$ cat config.mk
export PLATFORM = sky130hd
export DESIGN_NAME = iob_dma_read
export DESIGN_NICKNAME = d
export VERILOG_FILES = /design/src/rtl/iob_dma_read.sv
export SDC_FILE = /design/constraint.sdc
export NUM_CORES = 1
export LEC_CHECK = 0
export ABC_AREA = 1
export BUFFER_PORTS_ARGS = -buffer_cell sky130_fd_sc_hd__clkbuf_2
export CAP_MARGIN = 20
export CORE_MARGIN = 2
export CORE_UTILIZATION = 30
export DETAILED_ROUTE_END_ITERATION = 10
export PLACE_DENSITY = 0.61
export SYNTH_ARGS = -nofsm -noshare
export SYNTH_HDL_FRONTEND = slang
export SYNTH_SLANG_ARGS = --single-unit
export TNS_END_PERCENT = 10
$ cat constraint.sdc
create_clock -name clk_i -period 10.65 [get_ports clk_i]
set_input_delay 2.13 -clock clk_i [delete_from_list [all_inputs] [get_ports clk_i]]
set_output_delay 2.13 -clock clk_i [all_outputs]
set_load 0.05 [all_outputs]
$ cat src/rtl/iob_dma_read.sv
// iob_dma_read: AXI4 read master feeding an AXIS master through a FIFO whose
// storage is an external single-port-read RAM. The transfer is cut into INCR
// bursts limited by the programmed max length, the request remainder and the
// 4 KiB page. A burst is only requested once its words are guaranteed to fit.
//
//  state   | meaning
//  --------+-----------------------------------------------------------
//  S_IDLE  | waiting for a start pulse; not busy
//  S_CALC  | size the next burst, wait for enough FIFO free space
//  S_ADDR  | AR request presented, held until arready
//  S_DATA  | accepting R beats into the FIFO until rlast
//  S_DRAIN | all bursts fetched; wait for the stream to deliver the rest
module iob_dma_read #(
    parameter int AXI_ADDR_W = 32,
    parameter int AXI_LEN_W  = 8,
    parameter int AXI_DATA_W = 32,
    parameter int AXI_ID_W   = 1,
    parameter int DMA_RLEN_W = 24
) (
    input  logic                  clk_i,
    input  logic                  cke_i,
    input  logic                  rst_i,
    input  logic [AXI_ADDR_W-1:0] r_addr_i,
    input  logic [DMA_RLEN_W-1:0] r_length_i,
    input  logic                  r_start_transfer_i,
    input  logic [AXI_LEN_W:0]    r_max_len_i,
    output logic [DMA_RLEN_W-1:0] r_remaining_data_o,
    output logic                  r_busy_o,
    output logic                  r_error_o,
    output logic [AXI_DATA_W-1:0] axis_out_data_o,
    output logic                  axis_out_valid_o,
    input  logic                  axis_out_ready_i,
    output logic                  axis_out_last_o,
    output logic [AXI_ID_W-1:0]   m_axi_arid_o,
    output logic [AXI_ADDR_W-1:0] m_axi_araddr_o,
    output logic [AXI_LEN_W-1:0]  m_axi_arlen_o,
    output logic [2:0]            m_axi_arsize_o,
    output logic [1:0]            m_axi_arburst_o,
    output logic                  m_axi_arvalid_o,
    input  logic                  m_axi_arready_i,
    input  logic [AXI_ID_W-1:0]   m_axi_rid_i,
    input  logic [AXI_DATA_W-1:0] m_axi_rdata_i,
    input  logic [1:0]            m_axi_rresp_i,
    input  logic                  m_axi_rlast_i,
    input  logic                  m_axi_rvalid_i,
    output logic                  m_axi_rready_o,
    output logic                  ext_mem_clk_o,
    output logic                  ext_mem_w_en_o,
    output logic [AXI_LEN_W-1:0]  ext_mem_w_addr_o,
    output logic [AXI_DATA_W-1:0] ext_mem_w_data_o,
    output logic                  ext_mem_r_en_o,
    output logic [AXI_LEN_W-1:0]  ext_mem_r_addr_o,
    input  logic [AXI_DATA_W-1:0] ext_mem_r_data_i
);

    localparam int BYTES = AXI_DATA_W / 8;
    localparam int SZ    = $clog2(BYTES);
    localparam int LW    = AXI_LEN_W + 1;
    localparam int CW    = (DMA_RLEN_W > 14) ? DMA_RLEN_W : 14;
    localparam logic [LW-1:0] DEPTH = {1'b1, {AXI_LEN_W{1'b0}}};

    typedef enum logic [2:0] {
        S_IDLE,
        S_CALC,
        S_ADDR,
        S_DATA,
        S_DRAIN
    } state_t;

    state_t r_state;
    state_t w_state_nxt;

    logic [AXI_ADDR_W-1:0] r_addr;
    logic [DMA_RLEN_W-1:0] r_req_left;
    logic [DMA_RLEN_W-1:0] r_remaining;
    logic                  r_error;
    logic [LW-1:0]         r_blen;
    logic [AXI_LEN_W-1:0]  r_arlen;
    logic [AXI_LEN_W-1:0]  r_wr_ptr;
    logic [AXI_LEN_W-1:0]  r_rd_ptr;
    logic [LW-1:0]         r_level;
    logic                  r_rd_pend;
    logic                  r_out_valid;
    logic [AXI_DATA_W-1:0] r_out_data;
    logic                  r_skid_valid;
    logic [AXI_DATA_W-1:0] r_skid_data;

    logic                  w_ar_hs;
    logic                  w_push;
    logic                  w_beat_last;
    logic                  w_axis_valid;
    logic                  w_hs;
    logic                  w_pop;
    logic [1:0]            w_stored;
    logic [LW-1:0]         w_free;
    logic [12:0]           w_bytes_to_4k;
    logic [CW-1:0]         w_to_4k;
    logic [CW-1:0]         w_max_len;
    logic [CW-1:0]         w_left;
    logic [CW-1:0]         w_min;
    logic [LW-1:0]         w_blen;
    logic                  w_unused_ok;

    assign w_unused_ok  = ^m_axi_rid_i;

    assign w_ar_hs      = (r_state == S_ADDR) && cke_i && m_axi_arready_i;
    assign w_push       = (r_state == S_DATA) && cke_i && m_axi_rvalid_i;
    assign w_beat_last  = w_push && m_axi_rlast_i;
    assign w_axis_valid = r_out_valid && cke_i;
    assign w_hs         = w_axis_valid && axis_out_ready_i;
    assign w_free       = DEPTH - r_level;

    // Words that will sit in out/skid after this edge. A RAM read is only
    // launched if its data is sure to find a slot even if the sink stalls.
    assign w_stored = 2'(r_out_valid) + 2'(r_skid_valid) + 2'(r_rd_pend) - 2'(w_hs);
    assign w_pop    = cke_i && (r_level != '0) && (w_stored < 2'd2);

    // Burst length: smallest of remaining words, programmed max and page room.
    always_comb begin
        w_bytes_to_4k = 13'h1000 - {1'b0, r_addr[11:0]};
        w_to_4k       = CW'(w_bytes_to_4k >> SZ);
        if (r_max_len_i == '0)
            w_max_len = CW'(1);
        else if (r_max_len_i > DEPTH)
            w_max_len = CW'(DEPTH);
        else
            w_max_len = CW'(r_max_len_i);
        w_left = CW'(r_req_left);
        w_min  = w_left;
        if (w_max_len < w_min)
            w_min = w_max_len;
        if (w_to_4k < w_min)
            w_min = w_to_4k;
        w_blen = LW'(w_min);
    end

    // State register.
    always_ff @(posedge clk_i) begin
        if (rst_i)
            r_state <= S_IDLE;
        else if (cke_i)
            r_state <= w_state_nxt;
    end

    // Next-state logic.
    always_comb begin
        w_state_nxt = r_state;
        case (r_state)
            S_IDLE:
                if (r_start_transfer_i && (r_length_i != '0))
                    w_state_nxt = S_CALC;
            S_CALC:
                if (w_free >= w_blen)
                    w_state_nxt = S_ADDR;
            S_ADDR:
                if (w_ar_hs)
                    w_state_nxt = S_DATA;
            S_DATA:
                if (w_beat_last)
                    w_state_nxt = (r_req_left != DMA_RLEN_W'(r_blen)) ? S_CALC : S_DRAIN;
            S_DRAIN:
                if ((r_remaining == '0) || (w_hs && (r_remaining == DMA_RLEN_W'(1))))
                    w_state_nxt = S_IDLE;
            default:
                w_state_nxt = S_IDLE;
        endcase
    end

    // Transfer bookkeeping: address, words left to request, words left to deliver, error.
    always_ff @(posedge clk_i) begin
        if (rst_i) begin
            r_addr      <= '0;
            r_req_left  <= '0;
            r_remaining <= '0;
            r_error     <= 1'b0;
            r_blen      <= '0;
            r_arlen     <= '0;
        end else if (cke_i) begin
            if (w_hs)
                r_remaining <= r_remaining - DMA_RLEN_W'(1);
            if ((r_state == S_IDLE) && r_start_transfer_i) begin
                r_addr      <= r_addr_i;
                r_req_left  <= r_length_i;
                r_remaining <= r_length_i;
                r_error     <= 1'b0;
            end
            if ((r_state == S_CALC) && (w_state_nxt == S_ADDR)) begin
                r_blen  <= w_blen;
                r_arlen <= AXI_LEN_W'(w_blen - LW'(1));
            end
            if (w_push && (m_axi_rresp_i != 2'b00))
                r_error <= 1'b1;
            if (w_beat_last) begin
                r_addr     <= r_addr + (AXI_ADDR_W'(r_blen) << SZ);
                r_req_left <= r_req_left - DMA_RLEN_W'(r_blen);
            end
        end
    end

    // FIFO pointers and fill level over the external RAM.
    always_ff @(posedge clk_i) begin
        if (rst_i) begin
            r_wr_ptr  <= '0;
            r_rd_ptr  <= '0;
            r_level   <= '0;
            r_rd_pend <= 1'b0;
        end else if (cke_i) begin
            if (w_push)
                r_wr_ptr <= r_wr_ptr + AXI_LEN_W'(1);
            if (w_pop)
                r_rd_ptr <= r_rd_ptr + AXI_LEN_W'(1);
            if (w_push && !w_pop)
                r_level <= r_level + LW'(1);
            else if (!w_push && w_pop)
                r_level <= r_level - LW'(1);
            r_rd_pend <= w_pop;
        end
    end

    // Output register with one skid slot; RAM data lands in whichever is next in order.
    always_ff @(posedge clk_i) begin
        if (rst_i) begin
            r_out_valid  <= 1'b0;
            r_out_data   <= '0;
            r_skid_valid <= 1'b0;
            r_skid_data  <= '0;
        end else if (cke_i) begin
            if (w_hs || !r_out_valid) begin
                if (r_skid_valid) begin
                    r_out_data   <= r_skid_data;
                    r_out_valid  <= 1'b1;
                    r_skid_valid <= r_rd_pend;
                    if (r_rd_pend)
                        r_skid_data <= ext_mem_r_data_i;
                end else begin
                    r_out_valid <= r_rd_pend;
                    if (r_rd_pend)
                        r_out_data <= ext_mem_r_data_i;
                end
            end else if (r_rd_pend) begin
                r_skid_data  <= ext_mem_r_data_i;
                r_skid_valid <= 1'b1;
            end
        end
    end

    assign r_remaining_data_o = r_remaining;
    assign r_busy_o           = (r_state != S_IDLE);
    assign r_error_o          = r_error;

    assign axis_out_data_o    = r_out_data;
    assign axis_out_valid_o   = w_axis_valid;
    assign axis_out_last_o    = w_axis_valid && (r_remaining == DMA_RLEN_W'(1));

    assign m_axi_arid_o       = '0;
    assign m_axi_araddr_o     = r_addr;
    assign m_axi_arlen_o      = r_arlen;
    assign m_axi_arsize_o     = 3'(SZ);
    assign m_axi_arburst_o    = 2'b01;
    assign m_axi_arvalid_o    = (r_state == S_ADDR) && cke_i;
    assign m_axi_rready_o     = (r_state == S_DATA) && cke_i;

    assign ext_mem_clk_o      = clk_i;
    assign ext_mem_w_en_o     = w_push;
    assign ext_mem_w_addr_o   = r_wr_ptr;
    assign ext_mem_w_data_o   = w_push ? m_axi_rdata_i : '0;
    assign ext_mem_r_en_o     = w_pop;
    assign ext_mem_r_addr_o   = r_rd_ptr;

endmodule

==> reports/qor.txt <==
post-route ant nets = 0
CP Capture Type = output port
ys async rst share = 0%
postcts setup bufs = 0
drt pass-1 iters = 5
gpl congestion = 0.896
critical path's largest stage delay = 230 ps
P_leak = 7.16 nW
RSZ-0062 raised after global routing = false
area grow syn2layout = 21.1%
Congestion Overflow GR = 0
GRT Total Usage = 18.4%
final core occ = 36.6%
Top-Level Pins = 299
Area contributors post-synth = dfxtp_1 32%, nand2_1 11%, nor2_1 8.7%
PD cells = 179 mW/mm^2
Setup CP Type = clk -> out
Post-Syn Area = 0.0119 mm^2
EDFF count, synth = 0
initial antenna violation count = 2
Critical Path Fanout Max = 16
top cells by count, synth = 346 x nand2_1, 275 x nor2_1, 255 x inv_1, 193 x dfxtp_1, 168 x o21ai_0
Sequential Area = 0.00386 mm^2
Syn. warnings = 0
Yosys top cell area share = 32.4%
root buf cell = clkbuf_16
Final WS setup = 2530 ps
family with the most delay on the worst path = buffers and inverters
Die Ht = 203 um
Pins Over Slew Limit = 0
fillcell total = 4278
peak supply drop = 0.124 mV
crit path DAT = 5990 ps
layout cells sized above 1 = 17.5%
required time worst endpoint = 8520 ps
cell mode on critical path = clkbuf_16
Synth cell types = 47
Highest Signal Layer = met5
Critical Path Start Type = clock port
worst path bufs/invs = 3
total number of vias = 12500
die area = 0.0413 mm^2
area post-placement = 0.0139 mm^2
port bufs = 291
post-cts resize count = 0
per-cell routed wire length = 14.7 um
Finished Cell Area = 0.0144 mm^2
maxcap violations = 0
hold_ws = 468 ps
hold crit path type = reg -> reg
TritonCTS buffer count = 17
Rows = 73
syn_area_per_cell = 6.49 um^2
final WL = 38.6 mm
number of remaining DRC errors = 0
initial drt markers = 733
Synth Instances = 1836
cells along the critical path = clkbuf_16, clkbuf_16, clkbuf_2
outcome = finished clean
Synth Register Bits = 193
sequential area share after synthesis = 32.4%
Layout Nets = 2286
worst r2r src = m_axi_araddr_o[1]
CTS clk-pin slew, worst paths = 70 ps
most common cell in the netlist = nand2_1
Multi-input gate area = 0.00675 mm^2
CTS tree = built
Max stage delay cell, worst path = clkbuf_2
Worst slew margin = 33.0%
metal2 WL = 17.8 mm
worst-skew pair later-pin latency = 460 ps
number of hold buffers added after cts = 0
final hold violations = 0
Initial Util = 30.2%
vias per inst = 4.79
ys flop type = dfxtp_1
Setup WS pre-CTS = 2980 ps
Finish-stage setup viols = 0
first-pass GRT wire length = 60.6 mm
clk_skew = 11.0 ps
Critical Path Source = clk_i
Detail Placement HPWL = 28.8 mm
H-Tree Depth = 4
met1 wire length = 17.2 mm
Sum Neg Setup Slack = 0 ps
CTS Buffer Depth = 2
Core ar. = 0.0395 mm^2
Die W = 203 um
metal3 WL = 2.89 mm
antenna fix cells = 0
largest net degree at the start of global routing = 80
worst slew pin tran = 995 ps
Hold Crit Start = m_axi_arlen_o[0]
vias in the first global route = 11500
most area-hungry cell type in the Yosys netlist = dfxtp_1
[metrics by stage]
stage | power, mW | std cells
floorplan | 1.69 | 1842
global placement | 1.94 | 2587
detailed placement | 1.95 | 2588
CTS | 2.61 | 2620
global route | 2.78 | 2621
finish | 2.59 | 2621
[cell type report]
type | count | area share [%]
inverter | 267 | 6.94
tap | 525 | 4.55
clock inverter | 12 | 0.841
clock buffer | 21 | 3.06
sequential | 193 | 26.8
timing repair buffer | 305 | 11.1
multi-input combinational | 1298 | 46.7
[layout by cell type, fill, tap and decap left out, types with 5 or more instances in the layout]
cell       count
nand2_1      346
clkbuf_2     290
nor2_1       273
inv_1        254
dfxtp_1      193
o21ai_0      168
a21oi_1      128
a31oi_1       60
ha_1          60
nand3_1       51
nor3_1        38
xor2_1        36
nand4_1       25
clkbuf_16     17
xnor2_1       15
buf_4         14
inv_2         10
a221oi_1      10
nor4_1         8
conb_1         8
nand2_2        7
a211oi_1       6
o21bai_1       5
and3_1         5
o221ai_1       5
[where the power goes]
group	switching [mW]	internal (mW)	total (mW)
clock network	0.333	0.330	0.663
logic	0.743	0.344	1.09
registers	0.0550	0.781	0.836
[path summary, 6_finish.rpt]
check | to | slack [ps] | cells after the start
max | ext_mem_clk_o | 2530 | 3
min | m_axi_arlen_o[0] | 470 | 2
max reg2reg | r_blen[2] | 5130 | 36
min reg2reg | m_axi_arlen_o[0] | 470 | 2
[cell families after synthesis]
kind of cell / share of synthesized area [%]
other: 0.0630
DFF: 32.4
xor gates and xnor gates: 3.75
adders and majority gates: 6.80
buffers and inverters: 11.4
and+or+nand+nor: 26.9
AOI/OAI and AO/OA: 18.7
[state kept, by name, indices dropped and copies added, names as in the netlist]
signal              flops
r_skid_data            32
r_out_valid             1
ext_mem_r_addr_o        8
r_remaining_data_o     24
m_axi_arlen_o           8
r_level                 9
r_skid_valid            1
r_blen                  9
r_rd_pend               1
axis_out_data_o        32
r_req_left             24
r_state                 3
ext_mem_w_addr_o        8
m_axi_araddr_o         32
r_error_o               1
[tightest hold or removal path, delay by kind of cell (launching register included)]
kind               cells  cell delay [ps]
DFF                    1              310
and+or+nand+nor        1               60
AOI/OAI and AO/OA      1               50
[routing by layer]
layer	vias to the layer above	global-route usage [%]
met5	-	0
met4	4	5.42
met3	40	5.83
met2	323	29.5
met1	5735	23.6
li1	6442	-
Power figures use the tool's default switching activity.
